==> src/rtl/bank_port_arbiter.sv <==
// ---------------------------------------------------------------------------
// bank_port_arbiter
//
// Round-robin arbiter that lets NUM_PORTS compute-side requesters share one
// BRAM bank. The bank owns the inclusive address window
// [LOWER_ADDR, UPPER_ADDR]. Requests outside the window are flagged on oor
// and never granted. Read data comes back on a broadcast rdata bus, and a
// one-hot rvalid tags the port that owns each return.
//
// Optional feature macro: ARB_STATS_EN
//   defined   -> conflict_count is a saturating count of contended cycles
//   undefined -> no counter is built; conflict_count is tied to 0
//
// Ports
//   clk            clock, all logic on the rising edge
//   rst            synchronous active-high reset
//   req[N]         per-port request, held until granted
//   we[N]          per-port write enable (1 = write, 0 = read)
//   addr[N*AW]     port i address at [i*AW +: AW]
//   wdata[N*DW]    port i write data at [i*DW +: DW]
//   gnt[N]         registered one-hot grant, one-cycle pulse
//   rvalid[N]      one-hot read-return strobe
//   rdata[DW]      read data, broadcast, qualified by rvalid
//   oor[N]         registered out-of-window request flag
//   conflict       registered: two or more eligible requesters last cycle
//   conflict_count saturating contended-cycle count (ARB_STATS_EN)
//   mem_en/mem_we  BRAM enable / write enable
//   mem_addr       BRAM address
//   mem_wdata      BRAM write data
//   mem_rdata      BRAM read data (RD_LATENCY cycles after mem_en)
//
// Handshake: req is the valid side of a valid/ready pair, and gnt is the
// one-cycle ready/accept pulse. A transfer happens on the cycle in which gnt
// is high. req, we, addr and wdata stay stable from req assertion through
// the gnt cycle. The requester may drop req before gnt to withdraw. A port
// that is granted is masked for the next cycle, so it has one cycle to drop
// req after it sees gnt.
// ---------------------------------------------------------------------------
module bank_port_arbiter #(
  parameter int NUM_PORTS  = 4,
  parameter int ADDR_WIDTH = 13,
  parameter int DATA_WIDTH = 32,
  parameter int LOWER_ADDR = 0,
  parameter int UPPER_ADDR = 4,
  parameter int RD_LATENCY = 1
) (
  input  logic                             clk,
  input  logic                             rst,
  input  logic [NUM_PORTS-1:0]             req,
  input  logic [NUM_PORTS-1:0]             we,
  input  logic [NUM_PORTS*ADDR_WIDTH-1:0]  addr,
  input  logic [NUM_PORTS*DATA_WIDTH-1:0]  wdata,
  output logic [NUM_PORTS-1:0]             gnt,
  output logic [NUM_PORTS-1:0]             rvalid,
  output logic [DATA_WIDTH-1:0]            rdata,
  output logic [NUM_PORTS-1:0]             oor,
  output logic                             conflict,
  output logic [31:0]                      conflict_count,
  output logic                             mem_en,
  output logic                             mem_we,
  output logic [ADDR_WIDTH-1:0]            mem_addr,
  output logic [DATA_WIDTH-1:0]            mem_wdata,
  input  logic [DATA_WIDTH-1:0]            mem_rdata
);

  localparam int PTR_W = $clog2(NUM_PORTS);
  localparam logic [ADDR_WIDTH-1:0] LO_ADDR = ADDR_WIDTH'(LOWER_ADDR);
  localparam logic [ADDR_WIDTH-1:0] HI_ADDR = ADDR_WIDTH'(UPPER_ADDR);

  logic [ADDR_WIDTH-1:0] portAddr  [NUM_PORTS];
  logic [DATA_WIDTH-1:0] portWdata [NUM_PORTS];
  logic [ADDR_WIDTH:0]   loDiff    [NUM_PORTS];
  logic [ADDR_WIDTH:0]   hiDiff    [NUM_PORTS];
  logic [NUM_PORTS-1:0]  inRange;
  logic [NUM_PORTS-1:0]  eligible;
  logic                  conflictNext;

  logic [PTR_W-1:0]      ptr;
  logic [PTR_W-1:0]      nextPtr;
  logic [PTR_W-1:0]      winIdx;
  logic [PTR_W-1:0]      candIdx;
  logic                  winFound;
  int                    cand;

  // Port index of the access currently on mem_*; it travels with reads.
  logic [PTR_W-1:0]      issueIdx;
  logic [RD_LATENCY-1:0] pipeValid;
  logic [PTR_W-1:0]      pipeIdx [RD_LATENCY];

  // Window test. Each bound is checked as the borrow out of a one-bit-wider
  // subtraction. This keeps the test well formed when a bound is 0 or the
  // top of the address space.
  always_comb begin
    for (int i = 0; i < NUM_PORTS; i++) begin
      portAddr[i]  = addr[i*ADDR_WIDTH +: ADDR_WIDTH];
      portWdata[i] = wdata[i*DATA_WIDTH +: DATA_WIDTH];
      loDiff[i]    = {1'b0, portAddr[i]} - {1'b0, LO_ADDR};
      hiDiff[i]    = {1'b0, HI_ADDR} - {1'b0, portAddr[i]};
      inRange[i]   = ((loDiff[i] >> ADDR_WIDTH) == '0) &&
                     ((hiDiff[i] >> ADDR_WIDTH) == '0);
    end
  end

  assign eligible     = req & inRange & ~gnt;
  assign conflictNext = ($countones(eligible) >= 2);

  // Rotating search: start at ptr, wrap at NUM_PORTS-1, first eligible wins.
  always_comb begin
    winFound = 1'b0;
    winIdx   = '0;
    cand     = 0;
    candIdx  = '0;
    for (int off = 0; off < NUM_PORTS; off++) begin
      cand    = (int'(ptr) + off) % NUM_PORTS;
      candIdx = PTR_W'(cand);
      if (!winFound && eligible[candIdx]) begin
        winFound = 1'b1;
        winIdx   = candIdx;
      end
    end
  end

  assign nextPtr = PTR_W'((int'(winIdx) + 1) % NUM_PORTS);

  // Issue stage, pointer, status flags and read-return pipeline.
  always_ff @(posedge clk) begin
    if (rst) begin
      gnt       <= '0;
      mem_en    <= 1'b0;
      mem_we    <= 1'b0;
      mem_addr  <= '0;
      mem_wdata <= '0;
      issueIdx  <= '0;
      ptr       <= '0;
      oor       <= '0;
      conflict  <= 1'b0;
      pipeValid <= '0;
      for (int s = 0; s < RD_LATENCY; s++) pipeIdx[s] <= '0;
      rvalid    <= '0;
      rdata     <= '0;
    end else begin
      gnt    <= winFound ? (NUM_PORTS'(1) << winIdx) : '0;
      mem_en <= winFound;
      mem_we <= winFound & we[winIdx];
      if (winFound) begin
        mem_addr  <= portAddr[winIdx];
        mem_wdata <= portWdata[winIdx];
        issueIdx  <= winIdx;
        ptr       <= nextPtr;
      end
      oor      <= req & ~inRange;
      conflict <= conflictNext;

      // The read tag enters when the read sits on mem_*. It leaves
      // RD_LATENCY cycles later, together with the BRAM data.
      for (int s = RD_LATENCY - 1; s > 0; s--) begin
        pipeValid[s] <= pipeValid[s-1];
        pipeIdx[s]   <= pipeIdx[s-1];
      end
      pipeValid[0] <= mem_en & ~mem_we;
      pipeIdx[0]   <= issueIdx;

      rvalid <= pipeValid[RD_LATENCY-1] ?
                (NUM_PORTS'(1) << pipeIdx[RD_LATENCY-1]) : '0;
      if (pipeValid[RD_LATENCY-1]) rdata <= mem_rdata;
    end
  end

`ifdef ARB_STATS_EN
  logic [31:0] statCount;

  // This counts in step with the registered conflict flag.
  always_ff @(posedge clk) begin
    if (rst) begin
      statCount <= '0;
    end else if (conflictNext && (statCount != 32'hFFFF_FFFF)) begin
      statCount <= statCount + 32'd1;
    end
  end

  assign conflict_count = statCount;
`else
  assign conflict_count = 32'd0;
`endif

endmodule

==> config.mk <==
export PLATFORM = sky130hd
export DESIGN_NAME = bank_port_arbiter
export DESIGN_NICKNAME = d
export VERILOG_FILES = /design/src/rtl/bank_port_arbiter.sv
export SDC_FILE = /design/constraint.sdc
export NUM_CORES = 1
export LEC_CHECK = 0
export CAP_MARGIN = 20
export CORE_UTILIZATION = 25
export CTS_CLUSTER_DIAMETER = 60
export DETAILED_ROUTE_END_ITERATION = 8
export PLACE_DENSITY = 0.56
export SLEW_MARGIN = 40
export SYNTH_ARGS = -nofsm -noshare
export SYNTH_HDL_FRONTEND = slang
export SYNTH_SLANG_ARGS = --single-unit
==> constraint.sdc <==
create_clock -name clk -period 2.7 [get_ports clk]
set_input_delay 0.675 -clock clk [delete_from_list [all_inputs] [get_ports clk]]
set_output_delay 0.675 -clock clk [all_outputs]
set_load 0.005 [all_outputs]
# After elaboration in Yosys (flattened, before gate mapping)
# Memory sizes are Yosys's and may differ from the RTL's.
# Index checks and enable logic that the tools add are counted.
op_classes:
  n_shift: 2
  n_addsub: 11
  bitwise: 11
  n_reduce_logical: 13
  muxes: 29
  order_cmp: 7
op_table:
  columns: ["cell", "n"]
  rows:
  - ["32-bit binary-select mux with 2-bit select", 1]
  - ["32-bit 2-to-1 mux", 2]
  - ["14-bit zero test", 4]
  - ["3-bit by 13-bit subtractor with 14-bit output, first input constant", 4]
  - ["13-bit binary-select mux with 2-bit select", 1]
  - ["13-bit 2-to-1 mux", 2]
  - ["2-bit by 3-bit < comparator with 1-bit output, second input constant", 5]
  - ["1-bit 2-to-1 mux", 13]
  - ["4-bit AND", 3]
  - ["1-bit binary-select mux with 2-bit select", 5]
  - ["2-bit 2-to-1 mux", 5]
  - ["4-bit NOT", 2]
  - ["1-bit by 2-bit << shifter with 4-bit output, first input constant", 2]
  - ["2-bit OR reduction", 3]
  - ["1-bit by 1-bit adder with 2-bit output", 2]
  - ["2-bit by 1-bit adder with 2-bit output, second input constant", 2]
  - ["2-bit adder, second input constant", 2]
  - ["2-bit by 2-bit adder with 3-bit output", 1]
  - ["3-bit by 2-bit greater-or-equal comparator with 1-bit output, second input constant", 1]
  - ["3-bit greater-or-equal comparator, second input constant", 1]
  - ["1-bit logical AND", 3]
  - ["1-bit zero test", 3]
  - ["1-bit NOT", 3]
  - ["2-bit NOT with 3-bit output", 1]
  - ["1-bit AND", 2]
totals:
  output_inout_bits: 124
  ram_bits: 2
  regBits: 97
  n_memories: 1
mem_list:
  columns: ["name", "depth", "width", "rd", "rd_ports_with_merged_regs", "write_ports", "line", "text"]
  rows:
  - ["pipeIdx", 1, 2, 1, 0, 1, "88", "logic [PTR_W-1:0] pipeIdx [RD_LATENCY];"]

# Logic depth before layout (Yosys ltp)
# Gate-level depths: netlist of run 1.
depth:
  depth_word: 20
  depth_mapped: 9
  mapped_depth_nobuf: 7

# Worst setup path before layout of run 1
# OpenSTA, ideal clock, no wires.
synth_path:
  path_kind: "in2reg"
  from: "input port addr[37]"
  to: "register ptr[1]"
  slack_ps: 202
  path_buffers: 2
  cell_stages: 8
  setup_ps: 132
  t_arrival_ps: 2367
  path_cell_list: "nor4_1 -> nand4_1 -> a222oi_1 -> buf_2 -> buf_2 -> nand3_1 -> xnor2_1 -> a21oi_1"
synth_between:
  elab_chain_cells: 17
  word_cells_on_any_way: 27
  classes_between: "add/sub: 2; mux: 16; bitwise: 2; reduce/logical: 7"
synth_lines:
  columns: ["element", "line", "text"]
  rows:
  - ["from (decl)", "51", "input logic [NUM_PORTS*ADDR_WIDTH-1:0] addr,"]
  - ["3-bit by 13-bit subtractor with 14-bit output *", "98", "hiDiff[i] = {1'b0, HI_ADDR} - {1'b0, portAddr[i]};"]
  - ["14-bit zero test *", "100", "((hiDiff[i] >> ADDR_WIDTH) == '0);"]
  - ["4-bit AND * (2 in a row)", "104", "assign eligible = req & inRange & ~gnt;"]
  - ["1-bit binary-select mux with 2-bit select", "116", "if (!winFound && eligible[candIdx]) begin"]
  - ["1-bit 2-to-1 mux (implied by the code)", "116", null]
  - ["1-bit 2-to-1 mux", "116", null]
  - ["1-bit zero test", "116", null]
  - ["1-bit logical AND", "116", null]
  - ["1-bit 2-to-1 mux", "116", null]
  - ["1-bit zero test", "116", null]
  - ["1-bit logical AND", "116", null]
  - ["1-bit 2-to-1 mux", "116", null]
  - ["1-bit zero test", "116", null]
  - ["1-bit logical AND", "116", null]
  - ["2-bit 2-to-1 mux", "116", null]
  - ["2-bit by 1-bit adder with 2-bit output", "123", "assign nextPtr = PTR_W'((int'(winIdx) + 1) % NUM_PORTS);"]
  - ["to (signal assigned)", "149", "ptr <= nextPtr;"]
  - ["to (decl)", "78", "logic [PTR_W-1:0] ptr;"]
# Mark *: on every way between the ends. The rest lies on a longest branch, timed or not. The select of a mux whose other input is x is not followed.
# A chain may end at the register's enable or synchronous reset.

# Final worst setup path of run 1
layout_path:
  from: "input port addr[8]"
  to: "register mem_wdata[6]"
layout_between:
  elab_chain_cells: 20
  word_cells_on_any_way: 30
  classes_between: "add/sub: 1; mux: 19; bitwise: 3; reduce/logical: 7"
layout_lines:
  columns: ["element", "line", "text"]
  rows:
  - ["3-bit by 13-bit subtractor with 14-bit output *", "98", null]
  - ["14-bit zero test *", "100", null]
  - ["4-bit AND * (2 in a row)", "104", null]
  - ["1-bit binary-select mux with 2-bit select", "116", null]
  - ["1-bit 2-to-1 mux (implied by the code)", "116", null]
  - ["1-bit 2-to-1 mux", "116", null]
  - ["1-bit zero test", "116", null]
  - ["1-bit logical AND", "116", null]
  - ["[2 not listed]", null, null]
  - ["1-bit logical AND", "116", null]
  - ["1-bit 2-to-1 mux", "116", null]
  - ["1-bit zero test", "116", null]
  - ["1-bit logical AND", "116", null]
  - ["2-bit 2-to-1 mux", "116", null]
  - ["2-bit NOT with 3-bit output (implied by the code)", "147", "mem_wdata <= portWdata[winIdx];"]
  - ["32-bit binary-select mux with 2-bit select", "147", null]
  - ["32-bit 2-to-1 mux (implied by the code) (2 in a row)", "147", null]
  - ["to (signal assigned)", "147", null]
  - ["to (decl)", "62", "output logic [DATA_WIDTH-1:0] mem_wdata,"]
# Marked as above.

==> qor.json, run 1 <==
{
  "run_status": {"value": "completed"},
  "num_io_pins": {"value": 346},
  "clock_sink_count": {"value": 99},
  "final.min_clock_period": {"value": 2511, "unit": "ps"},
  "drt_drc_violations_left": {"value": 0},
  "postSynthRegisterBits": {"value": 99},
  "largest_clock_skew_in_the_final_design": {"value": 9.193, "unit": "ps"},
  "finalCritPeriodShare": {"value": 93.00, "unit": "%"},
  "initial_utilization": {"value": 25.84, "unit": "%"},
  "reg2reg_depth": {"value": 8},
  "grt.total_usage": {"value": 18.73, "unit": "%"},
  "hold_ws": {"value": 440.7, "unit": "ps"},
  "floorplan.die_area": {"value": 0.02102, "unit": "mm^2"},
  "route.vias.total": {"value": 5404},
  "final_critical_path_setup_slack": {"value": 189.1, "unit": "ps"},
  "regToRegSetupSlack": {"value": 380, "unit": "ps"},
  "vias_per_cell": {"value": 4.549},
  "grt_first_pass_wirelength": {"value": 30530, "unit": "um"},
  "min_to": {"value": "pipeValid$_SDFF_PP0_"},
  "rows": {"value": 51},
  "synth.area.top_cells": {"value": "dfxtp_1 (39%), mux2i_1 (13%), and4_1 (6.7%), o211ai_1 (5.3%), buf_4 (4.7%)"},
  "number_of_instances_in_the_synthesized_netlist": {"value": 588},
  "grt_remaining_overflow": {"value": 0},
  "transition_time_of_the_tightest_slew_check_pin": {"value": 528.4, "unit": "ps"},
  "synth_top_area_share": {"value": 38.78, "unit": "%"},
  "post_synth_top_area_cell": {"value": "dfxtp_1"},
  "place.port_buffers": {"value": 313},
  "max-cap-violations": {"value": 0},
  "final_net_count": {"value": 1140},
  "worst_path_required_time": {"value": 2970, "unit": "ps"},
  "avgSynthCellArea": {"value": 8.692, "unit": "um^2"},
  "routed_wire_length_per_instance": {"value": 16.55, "unit": "um"},
  "clkTransAtPathRegs": {"value": 70, "unit": "ps"},
  "maxSlewViolCount": {"value": 0},
  "grt_setup_unrepaired": {"value": "no"},
  "grt_pass1_vias": {"value": 5322},
  "die_w": {"value": 145.0, "unit": "um"},
  "startpoint_of_the_lowest_slack_register_to_register_path": {"value": "gnt[3]$_SDFF_PP0_"},
  "min_path_cells": {"value": 1},
  "largest_net_degree_at_the_start_of_global_routing": {"value": 50},
  "total_leakage_power": {"value": 3.550, "unit": "nW"},
  "crit_path_cell_trace": {"value": "dlygate4sd2_1, nor4_2, buf_4, buf_4, nand4_1, buf_4, and4_1, or2_2, inv_2, nand2_4, buf_12, o211ai_1"},
  "clock_tree.htree_level_count": {"value": 3},
  "irDropWorstVdd": {"value": 0.3102, "unit": "mV"},
  "antenna_found_initial": {"value": 1},
  "hp-class": {"value": "reg2reg"},
  "ant_nets": {"value": 0},
  "pre_cts_ws": {"value": -855.4, "unit": "ps"},
  "setup_viol": {"value": 0},
  "critical_path_end_type": {"value": "flip-flop"},
  "timing.setup.critical_path_class": {"value": "in2reg"},
  "slew_headroom": {"value": 64.77, "unit": "%"},
  "detail_route.first_pass.iterations": {"value": 4},
  "max_stage_delay": {"value": 320, "unit": "ps"},
  "fmaxAchievable": {"value": 398.3, "unit": "MHz"},
  "report.final.hold_viol_count": {"value": 0},
  "postRouteWirelength": {"value": 19660, "unit": "um"},
  "layout.core_utilization": {"value": 46.56, "unit": "%"},
  "cts_hold_repair.buffers": {"value": 0},
  "fraction_of_final_layout_cells_with_drive_strength_greater_than_1": {"value": 12.36, "unit": "%"},
  "cp-start-kind": {"value": "input pin"},
  "die_height": {"value": 145.0, "unit": "um"},
  "netlist_area": {"value": 0.005111, "unit": "mm^2"},
  "cts-root-to-sink-buffers": {"value": 2},
  "synth.distinct_cells": {"value": 42},
  "worst_skew_pair_latency": {"value": 350, "unit": "ps"},
  "timing.rr.end": {"value": "mem_wdata[14]$_SDFFE_PP0P_"},
  "cts_tree": {"value": "done"},
  "most-common-layout-cells": {"value": "clkdlybuf4s50_1 (256), dfxtp_1 (98), mux2i_1 (67), inv_1 (41), nor2_1 (41)"},
  "critical-path-top-cell-by-count": {"value": "buf_4"},
  "min-delay-start": {"value": "mem_we$_SDFF_PP0_"},
  "area_growth_syn_to_layout": {"value": 80.20, "unit": "%"},
  "detail_route.iter0.violations": {"value": 159},
  "placeable_area": {"value": 0.01978, "unit": "mm^2"},
  "yosysWarnings": {"value": 0},
  "numCtsBuffers": {"value": 9},
  "power": {"value": 3.287, "unit": "mW"},
  "layout_commonest_cell": {"value": "clkdlybuf4s50_1"},
  "p_per_cell_area": {"value": 356.9, "unit": "mW/mm^2"},
  "finalWeightedCongestion": {"value": 0.7513},
  "yosysSeqAreaShare": {"value": 38.78, "unit": "%"},
  "cpMaxStageDelayCell": {"value": "nor4_2"},
  "worst_ep_arrival_time": {"value": 2780, "unit": "ps"},
  "post_dp_hpwl": {"value": 14780, "unit": "um"},
  "clk_root_buffer_cell": {"value": "clkbuf_16"},
  "worst-path-max-fanout": {"value": 15}
}
## report_power, final
part / total [mW] / leakage, nW / internal, mW / switching [mW]
registers: 1.46 / 0.799 / 1.46 / 0.00154
clock network: 1.37 / 0.151 / 0.742 / 0.632
logic: 0.448 / 2.60 / 0.310 / 0.138
total: 3.29 / 3.55 / 2.52 / 0.772
## layout make-up
cell class / instances / area, um^2
Inverter: 42 / 157.7
Tap cell: 265 / 331.6
Antenna cell: 1 / 2.502
Timing Repair Buffer: 368 / 3643
Fill cell: 1957 / 10570
Sequential cell: 99 / 1983
Multi-Input combinational cell: 397 / 2775
Clock inverter: 7 / 91.34
Clock buffer: 9 / 225.2
## kinds of logic after synthesis
logic type | share of synthesized area (%)
adder cells (fa/ha/maj) | 0.2448
XOR/XNOR | 0.3428
AO/OA/AOI/OAI | 15.74
multiplexers | 13.12
buffers and inverters | 12.17
flip-flops | 38.78
other | 0.07337
AND/OR/NAND/NOR | 19.54
## per-stage QoR
step                      setup TNS, ps  cell area, um^2  std cells
final                                 0             9210       1188
after floorplan                       0             5228        619
after CTS                             0             9195       1187
after detailed placement         -31760             8671       1161
after global placement           -32930             8671       1161
after global routing                  0             9210       1188
## state kept, by name, summed over array words and instances (netlist names), 2 cells and up
signal / cells
mem_addr: 13
rdata: 32
rvalid: 4
ptr: 2
gnt: 4
oor: 4
pipeIdx: 2
issueIdx: 2
mem_wdata: 32
## synth_stat cells
library cell  instances
a211oi_2              1
a21o_1                2
a21oi_1               5
a222oi_1              1
a31o_2                1
a31oi_1              36
a41oi_1               1
and2_1               10
and3_1                1
and3b_1               3
and4_1               39
and4b_1               1
buf_2                 8
buf_4                32
buf_6                 4
clkbuf_1             37
conb_1                1
dfxtp_1              99
ha_1                  1
inv_1                42
mux2i_1              67
nand2_1              38
nand2_2               1
nand2b_1              2
nand3_1               2
nand4_1               9
nor2_1               41
nor2b_1               3
nor3_1                1
nor3b_1               1
nor4_1                6
nor4_2                2
nor4b_1               5
nor4bb_1              2
o211ai_1             36
o21ai_0              29
o21ai_1              10
o21ba_2               1
o221ai_1              2
o22ai_1               1
or2_2                 2
xnor2_1               2
## critical path, delay by kind of cell
kind | cells | cell delay [ps]
AND/OR/NAND/NOR | 5 | 960
AO/OA/AOI/OAI | 1 | 190
buffers and inverters | 6 | 940
## worst max-delay path by stage
stage / startpoint / endpoint / slack [ps] / depth (start not counted)
2_1_floorplan: addr[37] / ptr[1]$_SDFFE_PP0P_ / 200 / 8
3_3_place_gp: addr[37] / mem_wdata[4]$_SDFFE_PP0P_ / -870 / 10
3_5_place_dp: addr[37] / mem_wdata[4]$_SDFFE_PP0P_ / -860 / 10
4_1_cts: addr[48] / mem_wdata[22]$_SDFFE_PP0P_ / 9 / 10
5_1_grt: addr[33] / mem_wdata[18]$_SDFFE_PP0P_ / 2 / 9
6_report: addr[8] / mem_wdata[6]$_SDFFE_PP0P_ / 190 / 12
## per-layer routing
metal	track usage (%)	routed length (um)	share of wire [%]
met1	22.34	8298	42
met2	32.52	9577	49
met3	5.031	1486	7.6
met4	5.691	298	1.5
met5	0	0	0
## repair_timing
action	CTS	global route
resized for setup	89	42
pin swaps	17	15
setup buffers	9	3
cloned	3	0
endpoints found under the hold margin	0	0
endpoints found under the setup margin	42	41
Power figures use the tool's default switching activity.
==> run 2, diff against run 1 <==
- CORE_AREA: default -> 2 2 134 136
- CORE_UTILIZATION: 25 -> default
- DIE_AREA: default -> 0 0 136 138
- PLACE_DENSITY: 0.56 -> 0.65
==> qor.json, run 2 (synthesis gave the netlist of run 1 again) <==
{
  "total_leakage_power": {"value": 3.836, "unit": "nW"},
  "route.vias.total": {"value": 5453},
  "pre_cts_ws": {"value": -485.5, "unit": "ps"},
  "crit_path_cell_trace": {"value": "clkdlybuf4s50_1, nor4_2, nand4_1, a222oi_1, buf_4, and3_4, clkbuf_16, mux2i_1, o211ai_1"},
  "largest_clock_skew_in_the_final_design": {"value": 8.672, "unit": "ps"},
  "startpoint_of_the_lowest_slack_register_to_register_path": {"value": "gnt[2]$_SDFF_PP0_"},
  "maxUsedRoutingLayer": {"value": "met4"},
  "report.final.hold_viol_count": {"value": 0},
  "worst_ep_arrival_time": {"value": 2880, "unit": "ps"},
  "finalCritPeriodShare": {"value": 97.95, "unit": "%"},
  "max_stage_delay": {"value": 430, "unit": "ps"},
  "irDropWorstVdd": {"value": 0.2798, "unit": "mV"},
  "clock_tree.htree_level_count": {"value": 3},
  "rows": {"value": 49},
  "grt_remaining_overflow": {"value": 0},
  "final.min_clock_period": {"value": 2645, "unit": "ps"},
  "setup_viol": {"value": 0},
  "die_w": {"value": 136, "unit": "um"},
  "final_net_count": {"value": 1149},
  "area_growth_syn_to_layout": {"value": 84.80, "unit": "%"},
  "clk_root_buffer_cell": {"value": "clkbuf_16"},
  "fraction_of_final_layout_cells_with_drive_strength_greater_than_1": {"value": 11.71, "unit": "%"},
  "p_per_cell_area": {"value": 341.9, "unit": "mW/mm^2"},
  "grt_first_pass_wirelength": {"value": 28030, "unit": "um"},
  "grt_pass1_vias": {"value": 5368},
  "met2_wirelength": {"value": 9486, "unit": "um"},
  "timing.rr.end": {"value": "mem_wdata[15]$_SDFFE_PP0P_"},
  "critical_path_end_type": {"value": "flip-flop"},
  "clkTransAtPathRegs": {"value": 80, "unit": "ps"},
  "hp-class": {"value": "reg2reg"},
  "power": {"value": 3.229, "unit": "mW"},
  "max-cap-violations": {"value": 0},
  "grt.total_usage": {"value": 19.04, "unit": "%"},
  "clock_sink_count": {"value": 99},
  "cts_tree": {"value": "done"},
  "most-common-layout-cells": {"value": "clkdlybuf4s50_1 (272), dfxtp_1 (98), mux2i_1 (67), buf_4 (48)"},
  "place.port_buffers": {"value": 313},
  "die_height": {"value": 138, "unit": "um"},
  "floorplan.die_area": {"value": 0.01877, "unit": "mm^2"},
  "post_dp_hpwl": {"value": 14040, "unit": "um"},
  "num_io_pins": {"value": 346},
  "regToRegSetupSlack": {"value": 440, "unit": "ps"},
  "cpMaxStageDelayCell": {"value": "clkdlybuf4s50_1"},
  "initial_utilization": {"value": 29.15, "unit": "%"},
  "final_critical_path_setup_slack": {"value": 55.26, "unit": "ps"},
  "routed_wire_length_per_instance": {"value": 16.60, "unit": "um"},
  "maxSlewViolCount": {"value": 0},
  "min-delay-start": {"value": "mem_we$_SDFF_PP0_"},
  "finalWeightedCongestion": {"value": 0.8346},
  "fmaxAchievable": {"value": 378.1, "unit": "MHz"},
  "worst_path_required_time": {"value": 2940, "unit": "ps"},
  "reg_top3": {"value": "mem_wdata (32), rdata (32), mem_addr (13)"},
  "detail_route.iter0.violations": {"value": 214},
  "largest_net_degree_at_the_start_of_global_routing": {"value": 76},
  "run_status": {"value": "completed"},
  "cts-root-to-sink-buffers": {"value": 2},
  "ant_nets": {"value": 0},
  "met3_length": {"value": 1825, "unit": "um"},
  "worst-path-max-fanout": {"value": 6},
  "worst_skew_pair_latency": {"value": 350, "unit": "ps"},
  "layout_commonest_cell": {"value": "clkdlybuf4s50_1"},
  "postRouteWirelength": {"value": 19270, "unit": "um"},
  "route.layer.met1.wl": {"value": 7586, "unit": "um"},
  "vias_per_cell": {"value": 4.697},
  "placeable_area": {"value": 0.01753, "unit": "mm^2"},
  "timing.setup.critical_path_class": {"value": "in2reg"},
  "reg2reg_depth": {"value": 8},
  "detail_route.first_pass.iterations": {"value": 4},
  "antenna_found_initial": {"value": 1},
  "min_to": {"value": "pipeValid$_SDFF_PP0_"},
  "cp-start-kind": {"value": "input pin"},
  "drt_drc_violations_left": {"value": 0},
  "min_path_cells": {"value": 1},
  "numCtsBuffers": {"value": 9}
}
==> run 2: metrics by stage <==
stage / utilization (%) / std cells / instance area (um^2) / setup TNS [ps] / hold slack, ps
floorplan: - / 619 / 5228 / 0 / 421.3
global placement: 49.62 / 1130 / 8701 / -18710 / 407.4
detailed placement: 49.62 / 1130 / 8701 / -19400 / 400.2
CTS: 51.66 / 1147 / 9059 / -80.84 / 411.7
global route: 53.87 / 1161 / 9445 / -140.9 / 416.5
finish: 53.87 / 1161 / 9445 / 0 / 408.1
==> run 2: timing repair <==
item,in CTS,in global routing
pin swaps,2,24
hold buffers,0,0
gates resized for setup,8,68
endpoints found under the hold margin,0,0
setup endpoints to repair,35,41
setup buffers,0,8
cloned,1,5
==> run 2: final cells by class <==
cell class                 instances  area [um^2]
fill                            1647         8089
timing repair buffer             377         3946
multi-input combinational        397         2775
sequential                        99         1983
tap                              229        286.5
clock buffer                       9        225.2
inverter                          42        157.7
clock inverter                     7        68.82
antenna                            1        2.502
==> run 2: worst max-delay path by stage <==
| stage | depth (start not counted) | from | to | slack (ps) |
|---|---|---|---|---|
| floorplan | 8 | addr[37] | ptr[1]$_SDFFE_PP0P_ | 200 |
| global placement | 9 | addr[49] | mem_wdata[10]$_SDFFE_PP0P_ | -440 |
| detailed placement | 9 | addr[51] | mem_wdata[14]$_SDFFE_PP0P_ | -490 |
| CTS | 10 | addr[38] | mem_wdata[14]$_SDFFE_PP0P_ | -30 |
| global route | 9 | addr[37] | mem_wdata[23]$_SDFFE_PP0P_ | -40 |
| finish | 9 | addr[37] | mem_wdata[15]$_SDFFE_PP0P_ | 60 |
==> run 2: where the power goes <==
part | internal, mW | leakage (nW) | switching [mW]
sequential | 1.46 | 0.799 | 0.00142
clock | 0.652 | 0.143 | 0.637
combinational | 0.336 | 2.89 | 0.140
==> run 2: critical path, delay by kind of cell <==
| family | cells | cell delay, ps |
|---|---|---|
| buffers and inverters | 3 | 850 |
| AND/OR/NAND/NOR | 3 | 740 |
| AO/OA/AOI/OAI | 2 | 420 |
| multiplexers | 1 | 200 |
==> run 2: metal layers <==
| metal | global-route usage, % | up-vias |
|---|---|---|
| met1 | 21.56 | 2451 |
| met2 | 33.30 | 244 |
| met5 | 0 | - |
| met3 | 5.611 | 26 |
| met4 | 7.401 | 0 |
| li1 | - | 2732 |
